--- src/rtl/ctrl_mc.sv ---
// ctrl_mc: multi-cycle control FSM for the RV32 datapath.
//
// Sequences fetch, IR load, decode, execute, memory access and writeback,
// driving every enable of the IR/RAM/PC/regfile/ALU. RAM accesses are
// stretched by RAM_WAIT extra cycles, MUL/DIV wait on alu_done, and any
// unsupported encoding produces a one-cycle illegal pulse before the
// next fetch.
//
// Ports
//   clk, rst_n    clock (rising edge) and asynchronous active-low reset
//   instr         IR contents, valid from DECODE onward
//   alu_done      multi-cycle ALU result ready (looked at only in MWAIT)
//   ram_cs/we/oe  RAM strobes; addr_sel chooses PC (0) or ALU result (1)
//   pc_en         PC advance strobe (first FETCH cycle only)
//   pc_in_dir     PC input select, tied 0
//   pc_sign       tied 0
//   ir_en         IR load
//   reg_en/reg_we regfile enable/write; reg_in_dir 00=ALU, 01=RAM data
//   alu_en        ALU enable, alu_op operation code, op2_dir operand-2 source
//   illegal       one-cycle pulse on an unsupported instruction
//   dbg_state_o   current FSM state, for observation only
//
// Handshake: alu_done is a level that the controller samples on each
// rising edge while in MWAIT; the first edge that sees it high ends the
// multi-cycle operation. There is no timeout.

module ctrl_mc #(
    parameter int ALU_OP_W  = 8,
    parameter int RAM_WAIT  = 0,
    parameter int EN_MULDIV = 1
) (
    input  logic                clk,
    input  logic                rst_n,
    input  logic [31:0]         instr,
    input  logic                alu_done,
    output logic                ram_cs,
    output logic                ram_we,
    output logic                ram_oe,
    output logic                addr_sel,
    output logic                pc_en,
    output logic                pc_in_dir,
    output logic                pc_sign,
    output logic                ir_en,
    output logic                reg_en,
    output logic                reg_we,
    output logic [1:0]          reg_in_dir,
    output logic                alu_en,
    output logic [ALU_OP_W-1:0] alu_op,
    output logic [1:0]          op2_dir,
    output logic                illegal,
    output logic [3:0]          dbg_state_o
);

    typedef enum logic [3:0] {
        S_RST    = 4'd0,
        S_FETCH  = 4'd1,
        S_IRLD   = 4'd2,
        S_DECODE = 4'd3,
        S_EXEC   = 4'd4,
        S_MWAIT  = 4'd5,
        S_MRD    = 4'd6,
        S_MWR    = 4'd7,
        S_WB     = 4'd8,
        S_TRAP   = 4'd9
    } state_t;

    typedef enum logic [1:0] {
        CL_ALU    = 2'd0,
        CL_MULDIV = 2'd1,
        CL_LW     = 2'd2,
        CL_SW     = 2'd3
    } class_t;

    localparam logic [ALU_OP_W-1:0] OP_ADD  = ALU_OP_W'(0);
    localparam logic [ALU_OP_W-1:0] OP_ADDI = ALU_OP_W'(1);
    localparam logic [ALU_OP_W-1:0] OP_SUB  = ALU_OP_W'(2);
    localparam logic [ALU_OP_W-1:0] OP_MUL  = ALU_OP_W'(3);
    localparam logic [ALU_OP_W-1:0] OP_DIV  = ALU_OP_W'(4);
    localparam logic [ALU_OP_W-1:0] OP_SLL  = ALU_OP_W'(5);
    localparam logic [ALU_OP_W-1:0] OP_SRL  = ALU_OP_W'(6);
    localparam logic [ALU_OP_W-1:0] OP_AND  = ALU_OP_W'(7);
    localparam logic [ALU_OP_W-1:0] OP_OR   = ALU_OP_W'(8);
    localparam logic [ALU_OP_W-1:0] OP_XOR  = ALU_OP_W'(10);
    localparam logic [ALU_OP_W-1:0] OP_LUI  = ALU_OP_W'(11);

    localparam logic [3:0] WAIT_LAST = 4'(RAM_WAIT);

    state_t                state_q, state_d;
    logic [3:0]            wait_q, wait_d;
    logic [ALU_OP_W-1:0]   op_q, op_d;
    logic [1:0]            o2_q, o2_d;
    class_t                cl_q, cl_d;

    // Combinational decode of the IR, consumed only in DECODE.
    logic [ALU_OP_W-1:0]   dec_op;
    logic [1:0]            dec_o2;
    class_t                dec_cl;
    logic                  dec_ill;

    logic [6:0] opcode;
    logic [2:0] funct3;
    logic [6:0] funct7;
    logic       unused_instr;

    assign opcode       = instr[6:0];
    assign funct3       = instr[14:12];
    assign funct7       = instr[31:25];
    assign unused_instr = ^{instr[24:15], instr[11:7]};

    always_comb begin
        dec_op  = OP_ADD;
        dec_o2  = 2'b00;
        dec_cl  = CL_ALU;
        dec_ill = 1'b0;
        case (opcode)
            7'b0110011: begin
                if (funct7 == 7'b0000000) begin
                    case (funct3)
                        3'b000:  dec_op = OP_ADD;
                        3'b001:  dec_op = OP_SLL;
                        3'b101:  dec_op = OP_SRL;
                        3'b100:  dec_op = OP_XOR;
                        3'b110:  dec_op = OP_OR;
                        3'b111:  dec_op = OP_AND;
                        default: dec_ill = 1'b1;
                    endcase
                end else if (funct7 == 7'b0100000 && funct3 == 3'b000) begin
                    dec_op = OP_SUB;
                end else if (funct7 == 7'b0000001 && EN_MULDIV != 0
                             && funct3 == 3'b000) begin
                    dec_op = OP_MUL;
                    dec_cl = CL_MULDIV;
                end else if (funct7 == 7'b0000001 && EN_MULDIV != 0
                             && funct3 == 3'b100) begin
                    dec_op = OP_DIV;
                    dec_cl = CL_MULDIV;
                end else begin
                    dec_ill = 1'b1;
                end
            end
            7'b0010011: begin
                dec_o2 = 2'b10;
                case (funct3)
                    3'b000: dec_op = OP_ADDI;
                    3'b100: dec_op = OP_XOR;
                    3'b110: dec_op = OP_OR;
                    3'b111: dec_op = OP_AND;
                    3'b001: begin
                        dec_op  = OP_SLL;
                        dec_ill = (funct7 != 7'b0000000);
                    end
                    3'b101: begin
                        dec_op  = OP_SRL;
                        dec_ill = (funct7 != 7'b0000000);
                    end
                    default: dec_ill = 1'b1;
                endcase
            end
            7'b0110111: begin
                dec_op = OP_LUI;
                dec_o2 = 2'b11;
            end
            7'b0000011: begin
                dec_op  = OP_ADDI;
                dec_o2  = 2'b10;
                dec_cl  = CL_LW;
                dec_ill = (funct3 != 3'b010);
            end
            7'b0100011: begin
                dec_op  = OP_ADDI;
                dec_o2  = 2'b01;
                dec_cl  = CL_SW;
                dec_ill = (funct3 != 3'b010);
            end
            default: dec_ill = 1'b1;
        endcase
    end

    // State register plus the decode latch and wait counter.
    always_ff @(posedge clk or negedge rst_n) begin
        if (!rst_n) begin
            state_q <= S_RST;
            wait_q  <= 4'd0;
            op_q    <= '0;
            o2_q    <= 2'b00;
            cl_q    <= CL_ALU;
        end else begin
            state_q <= state_d;
            wait_q  <= wait_d;
            op_q    <= op_d;
            o2_q    <= o2_d;
            cl_q    <= cl_d;
        end
    end

    // Next state. wait_d defaults to 0 so the counter is reloaded whenever
    // a RAM-access state is left; it only counts while the state is held.
    always_comb begin
        state_d = state_q;
        wait_d  = 4'd0;
        op_d    = op_q;
        o2_d    = o2_q;
        cl_d    = cl_q;
        case (state_q)
            S_RST:   state_d = S_FETCH;
            S_FETCH: begin
                if (wait_q == WAIT_LAST) state_d = S_IRLD;
                else                     wait_d  = wait_q + 4'd1;
            end
            S_IRLD:  state_d = S_DECODE;
            S_DECODE: begin
                // Latch decode so later IR changes cannot disturb EXEC/MWAIT.
                op_d    = dec_op;
                o2_d    = dec_o2;
                cl_d    = dec_cl;
                state_d = dec_ill ? S_TRAP : S_EXEC;
            end
            S_EXEC: begin
                case (cl_q)
                    CL_MULDIV: state_d = S_MWAIT;
                    CL_LW:     state_d = S_MRD;
                    CL_SW:     state_d = S_MWR;
                    default:   state_d = S_WB;
                endcase
            end
            S_MWAIT: if (alu_done) state_d = S_WB;
            S_MRD: begin
                if (wait_q == WAIT_LAST) state_d = S_WB;
                else                     wait_d  = wait_q + 4'd1;
            end
            S_MWR: begin
                if (wait_q == WAIT_LAST) state_d = S_FETCH;
                else                     wait_d  = wait_q + 4'd1;
            end
            S_WB:    state_d = S_FETCH;
            S_TRAP:  state_d = S_FETCH;
            default: state_d = S_RST;
        endcase
    end

    // Moore outputs: everything 0 unless the current state asserts it.
    always_comb begin
        ram_cs     = 1'b0;
        ram_we     = 1'b0;
        ram_oe     = 1'b0;
        addr_sel   = 1'b0;
        pc_en      = 1'b0;
        pc_in_dir  = 1'b0;
        pc_sign    = 1'b0;
        ir_en      = 1'b0;
        reg_en     = 1'b0;
        reg_we     = 1'b0;
        reg_in_dir = 2'b00;
        alu_en     = 1'b0;
        alu_op     = '0;
        op2_dir    = 2'b00;
        illegal    = 1'b0;
        case (state_q)
            S_FETCH: begin
                ram_cs = 1'b1;
                ram_oe = 1'b1;
                pc_en  = (wait_q == 4'd0);
            end
            S_IRLD:  ir_en = 1'b1;
            S_EXEC, S_MWAIT: begin
                alu_en  = 1'b1;
                alu_op  = op_q;
                op2_dir = o2_q;
            end
            S_MRD: begin
                ram_cs   = 1'b1;
                ram_oe   = 1'b1;
                addr_sel = 1'b1;
            end
            S_MWR: begin
                ram_cs   = 1'b1;
                ram_we   = 1'b1;
                addr_sel = 1'b1;
            end
            S_WB: begin
                reg_en     = 1'b1;
                reg_we     = 1'b1;
                reg_in_dir = (cl_q == CL_LW) ? 2'b01 : 2'b00;
            end
            S_TRAP:  illegal = 1'b1;
            default: ;
        endcase
    end

    assign dbg_state_o = state_q;

endmodule
--- config.mk ---
export PLATFORM = sky130hd
export DESIGN_NAME = ctrl_mc
export DESIGN_NICKNAME = d
export VERILOG_FILES = /design/src/rtl/ctrl_mc.sv
export SDC_FILE = /design/constraint.sdc
export NUM_CORES = 1
export LEC_CHECK = 0
export CAP_MARGIN = 0
export CORE_MARGIN = 5
export CORE_UTILIZATION = 42
export DETAILED_ROUTE_END_ITERATION = 8
export HOLD_SLACK_MARGIN = 0.05
export PLACE_DENSITY = 0.84
export SETUP_SLACK_MARGIN = 0.2
export SLEW_MARGIN = 20
export SYNTH_ARGS = -nofsm -noshare
export SYNTH_HDL_FRONTEND = slang
export SYNTH_SLANG_ARGS = --single-unit
export TNS_END_PERCENT = 100
--- constraint.sdc ---
create_clock -name clk -period 2.1 [get_ports clk]
set_clock_uncertainty 0.1 [all_clocks]
set_input_delay 0.42 -clock clk [delete_from_list [all_inputs] [get_ports clk]]
set_output_delay 0.42 -clock clk [all_outputs]
set_load 0.05 [all_outputs]
**After elaboration in Yosys (flattened, before gate mapping)**

Cells that the tools add are included.

- Bits in registers: 20
- Bits of input ports: 35
- Output and inout bits: 28
- Logic and storage cells: 96

- $add $sub $neg: 1
- Eq/ne operators: 29
- Multiplexer cells: 42
- Reduce and logical (&&, ||, !) cells: 19

Operators by type and width:

| cell | count |
|---|---|
| $pmux 4 s8 | 1 |
| $pmux 8 s4 | 1 |
| $eq 7x6->1 const B | 4 |
| $mux 4 | 7 |
| $pmux 4 s6 | 1 |
| $mux 1 | 20 |
| $pmux 4 s5 | 1 |
| $eq 4x3->1 const B | 4 |
| $mux 8 | 2 |
| $eq 3x3->1 const B | 4 |
| $pmux 2 s3 | 2 |
| $pmux 4 s3 | 1 |
| $reduce_or 2->1 | 6 |
| $mux 3 | 3 |
| $eq 4x2->1 const B | 2 |
| $eq 4x4->1 const B | 2 |
| $logic_not 4->1 | 2 |
| $ne 2x2->1 const B | 4 |
| $eq 7x1->1 const B | 1 |
| $eq 7x2->1 const B | 1 |
| $eq 7x5->1 const B | 1 |
| $logic_not 7->1 | 1 |
| $reduce_bool 7->1 | 1 |
| $reduce_or 3->1 | 2 |
| other kinds (14) | 17 |

**Depth between registers and ports, before layout**

- Depth in word-level cells: 9
- Depth in mapped cells: 7
- Mapped depth without buffers: 7

**Least setup slack after synthesis**

Ideal clock, no wire load.

- Path type: flip-flop to output port
- From: register state_q[3] (netlist: dbg_state_o[3])
- To: output port reg_in_dir[0]
- Arrival time: 2.725 ns
- Required time: 1.580 ns
- Path slack: -1.145 ns
- Stages on the path, launching flop included: 5
- Path buffers: 1
- Path through: dfrtp_1 -> clkbuf_8 -> nand2_1 -> nor3_1 -> and3b_1

- Word-level cells in the longest chain between the ends: 2

RTL lines:

| what | RTL line | source |
|---|---|---|
| start, declared | 88 | `state_t state_q, state_d;` |
| start signal, assigned | 188 | `state_q <= state_d;` |
| $eq 4x4->1 | 258 | `case (state_q)` |
| $mux 1 | 258 |  |
| end, declared | 46 | `output logic [1:0] reg_in_dir,` |

No other way between the ends.

**Worst setup path after layout**

- From: register state_q[2] (netlist: dbg_state_o[2])
- To: output port pc_en

- Word-level cells in the longest chain between the ends: 2

RTL lines:

| what | RTL line | source |
|---|---|---|
| $eq 4x1->1 | 258 |  |
| $mux 1 | 258 |  |
| end, declared | 40 | `output logic pc_en,` |

No other way between the ends.

==> impl_metrics.tcl <==
set metrics [dict create \
    synth.cell_area_um2 1400 \
    post-route-min-period_ps 2090 \
    crit_path_start_kind "flop" \
    async_flop_share_pct 100 \
    track_usage_pct 19.2 \
    clk_root_buffer_cell "sky130_fd_sc_hd__clkbuf_4" \
    required_ps 1580 \
    min_period_over_period_pct 99.3 \
    report.final.setup_viol 0 \
    drtPass1Iterations 4 \
    pre_cts_slack_ps -46.0 \
    share_of_total_power_consumed_by_net_switching_pct 46.9 \
    floorplan.initialDensity_pct 42.6 \
    layout-drive-gt1-share_pct 45.3 \
    pwr_density_cell_nw_per_um2 982 \
    first_pass_grt_wire_length_mm 6.64 \
    synth_top_cell_area_share_pct 28.6 \
    design.core.area_um2 3280 \
    static-leakage-power_uw 0.00106 \
    cp_cell_sequence "buf_6, buf_8, nor4_4, buf_12" \
    clock_sink_count 16 \
    gpl.final_weighted_congestion 0.845 \
    vias_per_cell 5.44 \
    final_cell_count_no_fill 291 \
    worstReg2RegEnd "op_q[1]" \
    cp_top_family "flip-flops" \
    power.sequential.fraction_pct 18.0 \
    utilization_pct 76.2 \
    num_io_pins 63 \
    cts-buffers-inserted 3 \
    final_critical_path_setup_slack_ps 14.8 \
    area.growth.synth_to_final_pct 79.1 \
    num_antenna_cells 0 \
    irDropWorstVdd_mv 0.422 \
    power_dissipated_by_switching_net_loads_uw 1150 \
    synth-seq-cells 16 \
    layout.cells.most_common "sky130_fd_sc_hd__buf_4" \
    routed-via-count 1583 \
    path_buf_inv 3 \
    clockPowerShare_pct 9.0 \
    timing.critical_path.arrival_ps 1570 \
    cpMaxStageDelayCell "sky130_fd_sc_hd__dfrtp_2" \
    initial_antenna_violation_count 0 \
    floorplan.die_area_um2 4580 \
    synthDistinctLibCells 51 \
    max_clock_freq_mhz 480 \
    final_max_slew_viol_count 0 \
    clkSlewWorstSetupHoldPaths_ps 110 \
    max_stage_delay_ps 490 \
    grt_pass1_vias 1478 \
    synthesis.instances 169 \
    r2r-start "dbg_state_o[2]" \
    die_height_um 67.7 \
    synth_ff_type "sky130_fd_sc_hd__dfrtp_1" \
    detailedPlacementHpwl_mm 2.83 \
    combinationalPowerShare_pct 73.1 \
    timing.critical_path.to_type "primary output" \
    final_hold_viol_count 0 \
    post_synth_main_area_contributors "sky130_fd_sc_hd__dfrtp_1 29%, sky130_fd_sc_hd__buf_4 5.4%, sky130_fd_sc_hd__o21ai_0 4.3%, sky130_fd_sc_hd__nor2_1 4.3%, sky130_fd_sc_hd__nand2_1 4.0%" \
    timing.critical_path.fanout_max 5 \
    drc_errors 0 \
    grt.overflow.total 0 \
    drt-wirelength-per-cell_um 17.3 \
    nets 283 \
    dieWidth_um 67.7 \
    drv.max_cap_violation_count 0 \
    cts.htree.levels 1 \
    hold_path.class "primary input to asynchronous set/reset pin" \
    most-common-layout-cells "34 x sky130_fd_sc_hd__buf_4, 19 x sky130_fd_sc_hd__buf_12, 18 x sky130_fd_sc_hd__clkdlybuf4s50_1, 12 x sky130_fd_sc_hd__nand2_1, 12 x sky130_fd_sc_hd__dfrtp_1" \
    number_of_flops_mapped_to_enable_cells_by_yosys 0 \
    cts_max_path_buffers 2 \
    route.antenna.remaining_nets 0 \
    postRouteWirelength_mm 5.03 \
    timing.reg2reg.worst_path_depth 7 \
    drt-initial-drc-count 127 \
    ff2ff_setup_slack_ps 260 \
    cts_tree "yes" \
    internal_power_uw 1310 \
    ys.warnings.count 0 \
    synth-seq-area-share_pct 28.6 \
    placed_cells 263 \
    synthesis.area_per_instance_um2 8.27 \
    rows 21 \
    worst-setup-path-type "flop to primary output" \
    outcome "finished clean" \
    grt_max_degree 17 \
    worst_skew_pair_later_pin_latency_ps 310 \
    post-synth-top-area-cell "sky130_fd_sc_hd__dfrtp_1" \
    port_buffers 40 \
    rsz0062_at_grt "true" \
]
registers in the layout, indices dropped and copies added (netlist names):
signal       flops
op_q             4
o2_q             2
wait_q           4
cl_q             2
dbg_state_o      4
through the flow:
stage	power, uW	cell area, um2	setup TNS (ps)	hold WS [ps]
floorplan	1340	1510	-542	24.4
global placement	1790	2110	-41.2	366
detailed placement	1810	2110	-76.7	374
CTS	2160	2290	0	331
global route	2570	2500	-61.1	337
finish	2460	2500	0	329
layer usage:
metal	vias up	track usage, %	share of wire, %	wire length (um)
met5	-	0	0	0
met4	0	8.86	4.1	206
met3	17	3.16	5.2	262
met2	59	36.0	54	2740
met1	767	20.5	36	1830
li1	740	-	-	-
layout make-up:
type	instances	area, um2
clock buffers	4	36.3
flip-flops and latches	16	405
well taps	46	57.6
inverters	6	25.0
repair buffers	82	948
fillers	227	781
multi-input cells	137	1030
kinds of logic (layout without fill, tap and decap cells):
kind of cell,count (synthesis),in the layout,synth area share [%]
DFF,16,16,28.6
adders and majority gates,2,2,1.79
AOI/OAI and AO/OA,46,46,22.3
xor gates and xnor gates,2,2,1.25
other,1,7,0.268
and+or+nand+nor,79,79,33.6
buffers and inverters,22,92,11.4
muxes,1,1,0.806
synth_stat cells, types with 2 or more instances:
| master | instances |
|---|---|
| sky130_fd_sc_hd__buf_4 | 10 |
| sky130_fd_sc_hd__o22a_1 | 2 |
| sky130_fd_sc_hd__o21a_1 | 3 |
| sky130_fd_sc_hd__xnor2_1 | 2 |
| sky130_fd_sc_hd__o2bb2ai_1 | 2 |
| sky130_fd_sc_hd__nor2_1 | 16 |
| sky130_fd_sc_hd__inv_1 | 6 |
| sky130_fd_sc_hd__ha_1 | 2 |
| sky130_fd_sc_hd__dfrtp_1 | 16 |
| sky130_fd_sc_hd__o21ai_0 | 12 |
| sky130_fd_sc_hd__a21oi_1 | 7 |
| sky130_fd_sc_hd__and2_1 | 8 |
| sky130_fd_sc_hd__nor3_1 | 5 |
| sky130_fd_sc_hd__nand2b_1 | 6 |
| sky130_fd_sc_hd__nand4_1 | 2 |
| sky130_fd_sc_hd__nand3_1 | 10 |
| sky130_fd_sc_hd__or3_1 | 2 |
| sky130_fd_sc_hd__a21o_1 | 4 |
| sky130_fd_sc_hd__a31oi_1 | 4 |
| sky130_fd_sc_hd__nor2b_1 | 2 |
| sky130_fd_sc_hd__a21oi_2 | 2 |
| sky130_fd_sc_hd__nand2_1 | 15 |
| sky130_fd_sc_hd__clkbuf_8 | 3 |
power by group through the flow:
stage	registers, uW	logic (uW)	clock network, uW
finish	442	1800	221
global route	449	1880	237
CTS	425	1520	218
detailed placement	426	1380	0
global placement	424	1360	0
floorplan	530	809	0
worst max path at each step:
stage                     cells after the start  slack, ps           start        endpoint
after floorplan                               4       -200  dbg_state_o[3]   reg_in_dir[0]
after global placement                        6        -30       instr[13]  dbg_state_o[3]
after detailed placement                      6        -50       instr[13]  dbg_state_o[3]
after CTS                                     5         90       wait_q[0]           pc_en
after global routing                          4        -20  dbg_state_o[0]   reg_in_dir[0]
final                                         4         10  dbg_state_o[2]           pc_en
repair_timing:
item / CTS / global route
buffers inserted: 10 / 14
hold buffers: 0 / 0
resized for setup: 19 / 22
pin swaps: 4 / 10
setup endpoints to repair: 15 / 20
Power figures use the tool's default switching activity.
